File: src/rtl/clock_div_bank.sv
// Bank of independent programmable clock dividers. Each channel emits a registered
// square wave plus a toggle strobe; divisor updates pass through a one-entry slot.
module clock_div_bank #(
  parameter int                NUM_CH      = 2,
  parameter int                CNT_W       = 32,
  parameter logic [CNT_W-1:0]  DEFAULT_DIV = 32'd99_999,
  localparam int               CH_W        = (NUM_CH > 1) ? $clog2(NUM_CH) : 1
) (
  input  logic              clk_in,
  input  logic              rst_n,
  input  logic [NUM_CH-1:0] en,
  input  logic              sync,
  input  logic              cfg_valid,
  output logic              cfg_ready,
  input  logic [CH_W-1:0]   cfg_ch,
  input  logic [CNT_W-1:0]  cfg_div,
  output logic [NUM_CH-1:0] clk_out,
  output logic [NUM_CH-1:0] tick
);

  localparam logic [CH_W:0] NUM_CH_V = (CH_W+1)'(NUM_CH);

  logic              p_valid_reg;
  logic              p_valid_next;
  logic [CH_W-1:0]   p_ch_reg;
  logic [CNT_W-1:0]  p_div_reg;
  logic              cfg_accept;
  logic [NUM_CH-1:0] apply_hit;
  logic [NUM_CH-1:0] applied;

  assign cfg_ready  = ~p_valid_reg;
  assign cfg_accept = cfg_valid & ~p_valid_reg;

  // Accept and apply are mutually exclusive: accept needs an empty slot, apply a full one.
  always_comb begin
    p_valid_next = p_valid_reg;
    if (cfg_accept) begin
      p_valid_next = ({1'b0, cfg_ch} < NUM_CH_V);
    end else if (sync || (|applied)) begin
      p_valid_next = 1'b0;
    end
  end

  always_ff @(posedge clk_in or negedge rst_n) begin
    if (!rst_n) begin
      p_valid_reg <= 1'b0;
      p_ch_reg    <= '0;
      p_div_reg   <= '0;
    end else begin
      p_valid_reg <= p_valid_next;
      if (cfg_accept) begin
        p_ch_reg  <= cfg_ch;
        p_div_reg <= cfg_div;
      end
    end
  end

  for (genvar gi = 0; gi < NUM_CH; gi++) begin : g_ch
    logic [CNT_W-1:0] cnt_reg;
    logic [CNT_W-1:0] div_act_reg;
    logic             clk_out_reg;
    logic             tick_reg;
    logic             wrap;

    assign apply_hit[gi] = p_valid_reg && (p_ch_reg == CH_W'(gi));
    assign wrap          = en[gi] && (cnt_reg == div_act_reg);
    // A pending divisor lands only at a half-period boundary, or at once if the channel is idle.
    assign applied[gi]   = apply_hit[gi] && (wrap || !en[gi]);

    always_ff @(posedge clk_in or negedge rst_n) begin
      if (!rst_n) begin
        cnt_reg     <= '0;
        div_act_reg <= DEFAULT_DIV;
        clk_out_reg <= 1'b0;
        tick_reg    <= 1'b0;
      end else if (sync) begin
        cnt_reg     <= '0;
        clk_out_reg <= 1'b0;
        tick_reg    <= 1'b0;
        if (apply_hit[gi]) begin
          div_act_reg <= p_div_reg;
        end
      end else if (en[gi]) begin
        if (wrap) begin
          cnt_reg     <= '0;
          clk_out_reg <= ~clk_out_reg;
          tick_reg    <= 1'b1;
          if (apply_hit[gi]) begin
            div_act_reg <= p_div_reg;
          end
        end else begin
          cnt_reg  <= cnt_reg + CNT_W'(1);
          tick_reg <= 1'b0;
        end
      end else begin
        tick_reg <= 1'b0;
        if (apply_hit[gi]) begin
          div_act_reg <= p_div_reg;
          cnt_reg     <= '0;
        end
      end
    end

    assign clk_out[gi] = clk_out_reg;
    assign tick[gi]    = tick_reg;
  end

endmodule

File: config.mk
export PLATFORM = sky130hd
export DESIGN_NAME = clock_div_bank
export DESIGN_NICKNAME = d
export VERILOG_FILES = /design/src/rtl/clock_div_bank.sv
export SDC_FILE = /design/constraint.sdc
export NUM_CORES = 1
export LEC_CHECK = 0
export BUFFER_PORTS_ARGS = -buffer_cell sky130_fd_sc_hd__buf_2
export CORE_MARGIN = 2
export CORE_UTILIZATION = 55
export CTS_CLUSTER_SIZE = 40
export DETAILED_ROUTE_END_ITERATION = 16
export PLACE_DENSITY = 0.82
export SYNTH_ARGS = -nofsm -noshare
export SYNTH_HDL_FRONTEND = slang
export SYNTH_SLANG_ARGS = --single-unit
File: constraint.sdc
create_clock -name clk_in -period 2.3 [get_ports clk_in]
set_input_delay 0.115 -clock clk_in [delete_from_list [all_inputs] [get_ports clk_in]]
set_output_delay 0.115 -clock clk_in [all_outputs]
set_load 0.05 [all_outputs]
==> results of run 1 <==
-- where the power goes --
| group | internal [mW] | leakage, nW | switching (mW) |
|---|---|---|---|
| logic | 1.67 | 1.64 | 1.22 |
| registers | 3.97 | 2.07 | 0.914 |
| clock network | 1.53 | 0.268 | 1.30 |
-- per-stage QoR --
stage | utilization | area, sq um | power (mW) | hold slack, ns | instances
floorplan | - | 8006 | 6.585 | -0.1806 | 682
global placement | 0.5972 | 8581 | 7.285 | 0.1845 | 900
detailed placement | 0.5972 | 8581 | 7.474 | 0.1864 | 900
CTS | 0.6618 | 9509 | 10.39 | 0.03253 | 967
global route | 0.6668 | 9580 | 11.03 | 0.04518 | 968
finish | 0.6668 | 9580 | 10.61 | 0.02786 | 968
-- cell families (layout without fill, tap and decap cells) --
family	count (synthesis)	count (layout)
and+or+nand+nor	213	213
DFF	166	166
muxes	105	105
xor gates and xnor gates	94	94
AOI/OAI and AO/OA	59	59
buffers and inverters	43	145
adders and majority gates	2	2
-- placed cells by master (no fill, tap or decap), drive strengths merged, types with 7 or more instances in the layout --
master	instances
nor2	55
nand3	44
dlygate4sd3	35
xor2	23
o21ai	8
a21oi	13
clkbuf	20
nand4	30
nand2	38
mux2i	7
dfrtp	146
a22o	10
dfstp	20
xnor2	71
and3	13
a21o	10
o311ai	10
mux2	98
inv	10
buf	74
-- worst paths after layout --
| path | endpoint | startpoint |
|---|---|---|
| worst max-delay path | g_ch[0].div_act_reg[31]$_DFFE_PN0P_ | g_ch[0].div_act_reg[1]$_DFFE_PN1P_ |
| worst min register to register | g_ch[1].div_act_reg[21]$_DFFE_PN0P_ | g_ch[1].div_act_reg[21]$_DFFE_PN0P_ |
| min in group asynchronous | g_ch[1].cnt_reg[19]$_DFFE_PN0P_ | rst_n |
| worst max register to register | g_ch[0].div_act_reg[31]$_DFFE_PN0P_ | g_ch[0].div_act_reg[1]$_DFFE_PN1P_ |
| max in group asynchronous | g_ch[0].div_act_reg[10]$_DFFE_PN1P_ | rst_n |
| worst min-delay path | p_valid_reg$_DFFE_PN0P_ | cfg_valid |
-- final cells by class --
| class | instances | area share |
|---|---|---|
| multi-input combinational | 473 | 0.3829 |
| sequential | 166 | 0.4367 |
| timing repair buffer | 110 | 0.09573 |
| tap | 184 | 0.02403 |
| inverter | 3 | 0.001175 |
| clock inverter | 13 | 0.01424 |
| clock buffer | 19 | 0.04519 |
-- tightest hold or removal path: stages --
cell and delay, ns:
buf_2 0.12, nor2_1 0.12, a21oi_1 0.07
-- routing by layer --
metal / up-vias / track usage / wire, microns
met5: - / 0 / 0
met4: 0 / 0.1362 / 743
met3: 67 / 0.06186 / 1135
met2: 220 / 0.4298 / 10160
met1: 2943 / 0.3324 / 8075
li1: 2581 / - / -
-- repair_timing --
item / 4_1_cts / 5_1_grt
gates cloned: 0 / 1
hold endpoints to repair: 97 / 0
endpoints found under the setup margin: 15 / 36
hold buffers: 35 / 0
resized for setup: 1 / 11
pin swaps: 1 / 8
buffers inserted: 0 / 0
==> impl_metrics.tcl, run 1 <==
set metrics [dict create \
    synthToLayoutAreaGrowth_pct 19.66 \
    crit_fanout 14 \
    critPathMaxStageDelay_ns 0.57 \
    finalClockSkew_ns 0.01256 \
    syn_inst 682 \
    tns_ns -0.2834 \
    ff2ff_path_depth 7 \
    cp.depth 7 \
    r2r_setup_slack_ns -0.03 \
    fill_cells 921 \
    start_util 0.5572 \
    cp_slowest_cell "dfstp_2" \
    ys_warn_count 0 \
    crit_path_start_kind "register" \
    first_iter_violations 491 \
    ioPinCount 44 \
    globalRouteOverflowTotal 0 \
    fin_nets 812 \
    htree_levels 4 \
    synthXorXnorAreaFrac 0.1028 \
    drcViolationCount 0 \
    critical_path.top_delay_family "simple AND/OR/NAND/NOR gates" \
    die_w_microns 124.7 \
    violations "setup timing" \
    postSynth.asyncResetShare 1.000 \
    regArea_sq_um 4184 \
    drv_cap 0 \
    synth_ff_type "dfrtp_1" \
    rsz0062_at_grt "true" \
    pre_cts_slack_ns 0.04064 \
    netlist_area_sq_um 8006 \
    status "complete, but fails checks" \
    setup_ws_ns -0.03200 \
    synth_edf_count 0 \
    grt_pass1_wl_microns 32050 \
    ys_seq_area_frac 0.5220 \
    clockRootBuffer "clkbuf_16" \
    yosys.area_share.simple 0.1425 \
    cp.required_ns 2.63 \
    layout_worst_path_cycle_share 1.014 \
    powerDensity_nw_per_um2 1107 \
    ant_nets 0 \
    clk_path_buf_depth 2 \
    ys_ff_latch 166 \
    clkTransAtPathRegs_ns 0.07 \
    cts_made_buffers 17 \
    yosys-top-cells-count "dfrtp_1 (146), mux2_2 (92), xnor2_1 (71), nor2_1 (52), nand3_1 (43)" \
    vias 5811 \
    clk_latency_ns 0.44 \
    postSynthAreaPerCell_sq_um 11.74 \
    hold_viol_final 0 \
    slew_viol_final 0 \
    antenna_found_initial 0 \
    grt_max_degree 75 \
    clock_sinks 166 \
    critPathCaptureType "register" \
    hp-class "input pin to register" \
    grt_usage 0.2647 \
    ir_worst_vdd_mv 0.7460 \
    ys_types 47 \
    path_buf_inv 1 \
    die_area_sq_um 15540 \
    antennaDiodeCount 0 \
    synth_nets 723 \
    period_needed_ns 2.332 \
    whs_path_depth 3 \
    placementRows 44 \
    multi_input_area_sq_um 3669 \
    cts_tree "yes" \
    synth_top_area_frac 0.4563 \
    synth_fa_ha_area_frac 0.003125 \
    worstMarginPinSlew_ns 0.7053 \
    port-buffer-count 43 \
    fp.coreArea_sq_um 14370 \
    max_freq_ghz 0.4288 \
    yosysMostFrequentCell "dfrtp_1" \
    synthMuxAreaShare 0.1466 \
    cp_cell_sequence "xnor2_2, nand4_1, nor4_4, a21oi_2, nor2_4, clkbuf_16, mux2_2" \
    synth_top_family_by_area "multiplexers" \
    synth_compound_area_frac 0.05501 \
    crit_type "register to register" \
    drtPass1Iterations 7 \
    leakagePower_nw 3.977 \
    dpl.hpwl_microns 12590 \
    die_y_microns 124.7 \
    layout-drive-gt1-share 0.3125 \
    synthTopCellsByArea "dfrtp_1 (46%), mux2_2 (13%), xnor2_1 (7.8%)" \
    grt_pass1_vias 5984 \
    arrival_ns 2.66 \
    wirelength_microns 20110 \
    routed_via_density 6.003 \
    setup_violations 15 \
    synth_top_area_cell "dfrtp_1" \
    wl_per_cell_microns 20.78 \
    maxSlewHeadroom 0.5298 \
    gp_congestion 0.8914 \
]
Note: power is estimated with default switching activity, not from simulation.
==> run 2: changes to the inputs <==
--- a/config.mk
+++ b/config.mk
@@ -6,7 +6,7 @@
 export NUM_CORES = 1
 export LEC_CHECK = 0
 export BUFFER_PORTS_ARGS = -buffer_cell sky130_fd_sc_hd__buf_2
-export CORE_MARGIN = 2
+export CORE_MARGIN = 3
 export CORE_UTILIZATION = 55
 export CTS_CLUSTER_SIZE = 40
 export DETAILED_ROUTE_END_ITERATION = 16
==> run 2 against run 1 <==
Net effect: the flow still finishes with violations (setup timing); sequential cell count stayed put; fmax fell by 0.94%; routed wire length rose by 1.1%; via count is essentially flat; hold slack better by 0.030 ns; critical path depth stayed put; sequential power about the same.
==> impl_metrics.tcl, run 2 (synthesis results as in run 1) <==
set metrics [dict create \
    ff2ff_path_depth 7 \
    clk_path_buf_depth 2 \
    multi_input_area_sq_um 3727 \
    hold_start "en[0]" \
    r2r_setup_slack_ns -0.05 \
    cp_cell_sequence "xnor2_2, nand4_1, nor4_4, a21oi_4, nor2_4, buf_12, mux2_2" \
    dp.cells 896 \
    status "complete, but fails checks" \
    layout_common_cells "dfrtp_1 (142), mux2_2 (88), xnor2_1 (63)" \
    cp_slowest_cell "dfstp_2" \
    crit_fanout 16 \
    whs_path_depth 3 \
    regArea_sq_um 4184 \
    cts_made_buffers 17 \
    tns_ns -0.4563 \
    max_freq_ghz 0.4248 \
    routed_via_density 5.989 \
    drcViolationCount 0 \
    gp_congestion 0.9541 \
    first_iter_violations 602 \
    drv_cap 0 \
    grt_pass1_vias 5905 \
    ioPinCount 44 \
    comb_power_share 0.280 \
    wl_per_cell_microns 20.94 \
    rsz0062_at_grt "true" \
    holdPathEnd "g_ch[0].tick_reg$_DFF_PN0_" \
    critPathMaxStageDelay_ns 0.56 \
    start_util 0.5702 \
    fin_cells 971 \
    final_common_cell "dfrtp_1" \
    drtPass1Iterations 8 \
    clockRootBuffer "clkbuf_16" \
    finalClockSkew_ns 0.01133 \
    fp.coreArea_sq_um 14040 \
    htree_levels 4 \
    pre_cts_slack_ns 0.06038 \
    layout-drive-gt1-share 0.3287 \
    violations "setup timing" \
    worstMarginPinSlew_ns 0.5282 \
    grt_usage 0.2531 \
    clkPwrFrac 0.267 \
    crit_path_start_kind "register" \
    crit_type "register to register" \
    port-buffer-count 43 \
    p_sw_mw 3.479 \
    fill_cells 881 \
    setup_ws_ns -0.05421 \
    critPathCaptureType "register" \
    dpl.hpwl_microns 12580 \
    powerDensity_nw_per_um2 1120 \
    hold_viol_final 0 \
    path_buf_inv 1 \
    vias 5815 \
    critical_path.top_delay_family "simple AND/OR/NAND/NOR gates" \
    rr_endpoint "g_ch[1].div_act_reg[24]$_DFFE_PN0P_" \
    synthToLayoutAreaGrowth_pct 20.93 \
    die_w_microns 126.7 \
    globalRouteOverflowTotal 0 \
    ir_worst_vdd_mv 0.6701 \
    setup_violations 23 \
    clk_latency_ns 0.43 \
    die_y_microns 126.7 \
    hp-class "input pin to register" \
    ant_nets 0 \
    period_needed_ns 2.354 \
    maxSlewHeadroom 0.6479 \
    antenna_found_initial 0 \
    die_area_sq_um 16040 \
    power_frac_seq 0.453 \
    cts_tree "yes" \
    clkTransAtPathRegs_ns 0.07 \
    cp.required_ns 2.61 \
    arrival_ns 2.67 \
    leakagePower_nw 4.067 \
    antennaDiodeCount 0 \
    r2r_start "g_ch[1].div_act_reg[2]$_DFFE_PN1P_" \
    wirelength_microns 20330 \
    grt_max_degree 81 \
    clock_sinks 166 \
    layout_worst_path_cycle_share 1.024 \
    fin_nets 819 \
    placementRows 43 \
    p_int_mw 7.368 \
    slew_viol_final 0 \
    switching_share 0.3207 \
    grt_pass1_wl_microns 31640 \
]
run 2: cell types whose count changed in the layout (fill, tap and decap cells not counted), moves of 2 or more:
| cell | change |
|---|---|
| mux2_1 | -3 |
| mux2_4 | +5 |
| clkinvlp_4 | -2 |
| buf_12 | -3 |
| buf_6 | +2 |
| buf_4 | +7 |
| mux2_2 | -2 |
| xnor2_1 | -6 |
| xnor2_2 | +6 |
run 2: timing repair:
item,4_1_cts,5_1_grt
hold endpoints to repair,86,0
hold buffers,36,0
endpoints found under the setup margin,0,63
setup buffers,0,5
gates resized for setup,0,23
run 2: area by class of cell:
cell class	instances	area share
clock inverters	14	0.01680
inverters	3	0.001163
clock buffers	18	0.04433
repair buffers	117	0.09731
well taps	180	0.02326
multi-input cells	473	0.3850
flip-flops and latches	166	0.4322
run 2: worst max path at each step:
stage / start / endpoint / slack, ns / cells past startpoint
6_report: g_ch[1].div_act_reg[2]$_DFFE_PN1P_ / g_ch[1].div_act_reg[24]$_DFFE_PN0P_ / -0.05 / 7
5_1_grt: g_ch[1].cnt_reg[6]$_DFFE_PN0P_ / g_ch[1].div_act_reg[24]$_DFFE_PN0P_ / -0.14 / 7
4_1_cts: g_ch[1].cnt_reg[3]$_DFFE_PN0P_ / g_ch[1].div_act_reg[12]$_DFFE_PN0P_ / 0.03 / 7
3_5_place_dp: g_ch[1].cnt_reg[3]$_DFFE_PN0P_ / g_ch[1].div_act_reg[13]$_DFFE_PN0P_ / 0.06 / 7
3_3_place_gp: g_ch[0].div_act_reg[1]$_DFFE_PN1P_ / g_ch[0].div_act_reg[18]$_DFFE_PN0P_ / 0.15 / 7
2_1_floorplan: g_ch[0].div_act_reg[1]$_DFFE_PN1P_ / g_ch[0].div_act_reg[11]$_DFFE_PN0P_ / 0.16 / 7
run 2: power by group through the flow:
stage / Combinational (mW) / Sequential [mW] / Clock, mW
4_1_cts: 2.72 / 4.79 / 2.90
3_5_place_dp: 2.64 / 4.83 / 0
2_1_floorplan: 2.11 / 4.47 / 0
5_1_grt: 3.23 / 4.99 / 3.04
6_report: 3.04 / 4.91 / 2.89
3_3_place_gp: 2.51 / 4.78 / 0
run 2: worst reg2reg max path: cells and delay by family (launching register included):
kind                   cells  cell delay [ns]
AND/OR/NAND/NOR            3             0.86
flip-flops                 1             0.56
multiplexers               1             0.38
AO/OA/AOI/OAI              1             0.13
XOR/XNOR                   1             0.11
buffers and inverters      1             0.19
run 2: layer usage:
metal	up-vias	global-route usage	share of wire
met5	-	0	0
met4	0	0.1287	0.039
met3	69	0.05937	0.057
met2	241	0.3994	0.50
met1	2908	0.3288	0.40
li1	2597	-	-
run 2: per-stage QoR:
stage	area, sq um	util	power, mW	hold WS, ns
2_1_floorplan	8006	-	6.585	-0.1806
3_3_place_gp	8538	0.6080	7.290	0.08812
3_5_place_dp	8538	0.6080	7.474	0.09812
4_1_cts	9490	0.6758	10.41	0.03123
5_1_grt	9682	0.6895	11.26	0.06562
6_report	9682	0.6895	10.85	0.05740
==> run 3: changes to the inputs <==
--- a/config.mk
+++ b/config.mk
@@ -8,8 +8,10 @@
 export BUFFER_PORTS_ARGS = -buffer_cell sky130_fd_sc_hd__buf_2
 export CORE_MARGIN = 3
 export CORE_UTILIZATION = 55
+export CTS_BUF_LIST = sky130_fd_sc_hd__clkbuf_8
 export CTS_CLUSTER_SIZE = 40
 export DETAILED_ROUTE_END_ITERATION = 16
+export HOLD_SLACK_MARGIN = 0.03
 export PLACE_DENSITY = 0.82
 export SYNTH_ARGS = -nofsm -noshare
 export SYNTH_HDL_FRONTEND = slang
==> run 3 against run 2 <==
Net effect: the run now ends clean; first-iteration DRC count is 23% lower; critical endpoint is now g_ch[1].div_act_reg[31]$_DFFE_PN0P_; total power is 9.3% lower; sequential power is 2% lower; setup slack better by 0.061 ns; largest power group unchanged.
==> impl_metrics.tcl, run 3 (synthesis results as in run 1) <==
set metrics [dict create \
    status "finished clean" \
    fin_cells 968 \
    placementRows 43 \
    drtPass1Iterations 5 \
    critPathCaptureType "register" \
    cp_slowest_cell "dfrtp_1" \
    crit_fanout 16 \
    hold_viol_final 0 \
    grt_pass1_wl_microns 30680 \
    clk_latency_ns 0.47 \
    cts_made_buffers 17 \
    leakagePower_nw 3.900 \
    htree_levels 4 \
    layout_common_cells "dfrtp_1 (145), mux2_2 (91), xnor2_1 (70)" \
    final_area_sq_um 9380 \
    cp.required_ns 2.64 \
    globalRouteOverflowTotal 0 \
    antenna_found_initial 1 \
    cp_cell_sequence "xnor2_1, nand4_1, nor4_4, a21oi_4, nor2_4, buf_12, mux2_2" \
    placed_area_sq_um 8538 \
    ir_worst_vdd_mv 0.7004 \
    rsz0062_at_grt "true" \
    dp.cells 896 \
    crit_path_start_kind "register" \
    powerDensity_nw_per_um2 1049 \
    met1_usage 0.3241 \
    clkTransAtPathRegs_ns 0.09 \
    layout_worst_path_cycle_share 0.9971 \
    setup_violations 0 \
    ioPinCount 44 \
    fin_util 0.6680 \
    layout-drive-gt1-share 0.3062 \
    synthToLayoutAreaGrowth_pct 17.16 \
    period_needed_ns 2.293 \
    hp-class "input pin to async pin" \
    grt_usage 0.2450 \
    pre_cts_slack_ns 0.06038 \
    path_buf_inv 1 \
    routed_via_density 5.913 \
    clk_path_buf_depth 2 \
    wirelength_microns 19220 \
    slew_viol_final 0 \
    finalClockSkew_ns 0.01922 \
    dpl.hpwl_microns 12580 \
    arrival_ns 2.64 \
    cts_tree "yes" \
    grt_pass1_vias 5819 \
    die_y_microns 126.7 \
    cts_setup_buffers 0 \
    final_common_cell "dfrtp_1" \
    ant_nets 0 \
    use_met3 0.06063 \
    die_area_sq_um 16040 \
    critPathMaxStageDelay_ns 0.51 \
    die_w_microns 126.7 \
    worstMarginPinSlew_ns 0.5448 \
    max_freq_ghz 0.4361 \
    vias 5724 \
    busiest_layer "met2" \
    port-buffer-count 43 \
    fin_nets 815 \
    fp.coreArea_sq_um 14040 \
    wl_per_cell_microns 19.85 \
    drv_cap 0 \
    gp_congestion 0.9541 \
    clockRootBuffer "clkbuf_8" \
    start_util 0.5702 \
    drcViolationCount 0 \
    crit_type "register to register" \
    use_met2 0.3876 \
    clock_sinks 166 \
    grt_max_degree 81 \
    maxSlewHeadroom 0.6368 \
    first_iter_violations 465 \
    critical_path.top_delay_family "simple AND/OR/NAND/NOR gates" \
    setup_ws_ns 0.006775 \
]
run 3: layer usage:
layer	wire length (microns)	share of wire	up-vias
li1	-	-	2582
met1	8111	0.42	2886
met2	9319	0.48	195
met3	1120	0.058	61
met4	668	0.035	0
met5	0	0	-
run 3: layout make-up:
class / count / area [sq um]
Fill cell: 926 / 4662
Sequential cell: 166 / 4180
Multi-Input combinational cell: 473 / 3643
Timing Repair Buffer: 113 / 917.1
Clock buffer: 17 / 234.0
Tap cell: 180 / 225.2
Clock inverter: 15 / 166.4
Inverter: 3 / 11.26
Antenna cell: 1 / 2.502
run 3: path summary, 6_finish.rpt:
kind                                                startpoint                             endpoint  slack, ns  depth (start not counted)
max reg2reg                    g_ch[1].cnt_reg[14]$_DFFE_PN0P_  g_ch[1].div_act_reg[31]$_DFFE_PN0P_      0.007                          7
min reg2reg                g_ch[1].div_act_reg[29]$_DFFE_PN0P_  g_ch[1].div_act_reg[29]$_DFFE_PN0P_       0.52                          1
min in group clk_in                                cfg_div[23]            p_div_reg[23]$_DFFE_PN0P_       0.41                          3
max in group asynchronous                                rst_n   g_ch[1].div_act_reg[3]$_DFFE_PN1P_       1.31                          3
min                                                      rst_n      g_ch[1].cnt_reg[18]$_DFFE_PN0P_       0.17                          2
max                            g_ch[1].cnt_reg[14]$_DFFE_PN0P_  g_ch[1].div_act_reg[31]$_DFFE_PN0P_      0.007                          7
run 3: per-stage QoR:
step	power, mW	TNS [ns]	hold slack (ns)
after floorplan	6.585	0	-0.1806
after global placement	7.290	0	0.08812
after detailed placement	7.474	0	0.09812
after CTS	9.669	0	0.1687
after global routing	10.28	-0.7803	0.2053
final	9.842	0	0.1685
run 3: worst reg2reg max path: cells and delay by family (launching register included):
kind,cells,cell delay [ns]
buffers and inverters,1,0.18
XOR/XNOR,1,0.25
AND/OR/NAND/NOR,3,0.74
AO/OA/AOI/OAI,1,0.13
flip-flops,1,0.51
multiplexers,1,0.36
run 3: what timing repair did:
action,CTS,global route
hold endpoints to repair,93,0
resized for setup,0,7
endpoints found under the setup margin,0,45
hold buffers,38,0
run 3: report_power, final:
group          total (mW)  switching (mW)  internal [mW]  leakage (nW)
Sequential           4.83           0.869           3.96          2.07
Combinational        2.83            1.18           1.65          1.62
Clock                2.18            1.18          0.993         0.204
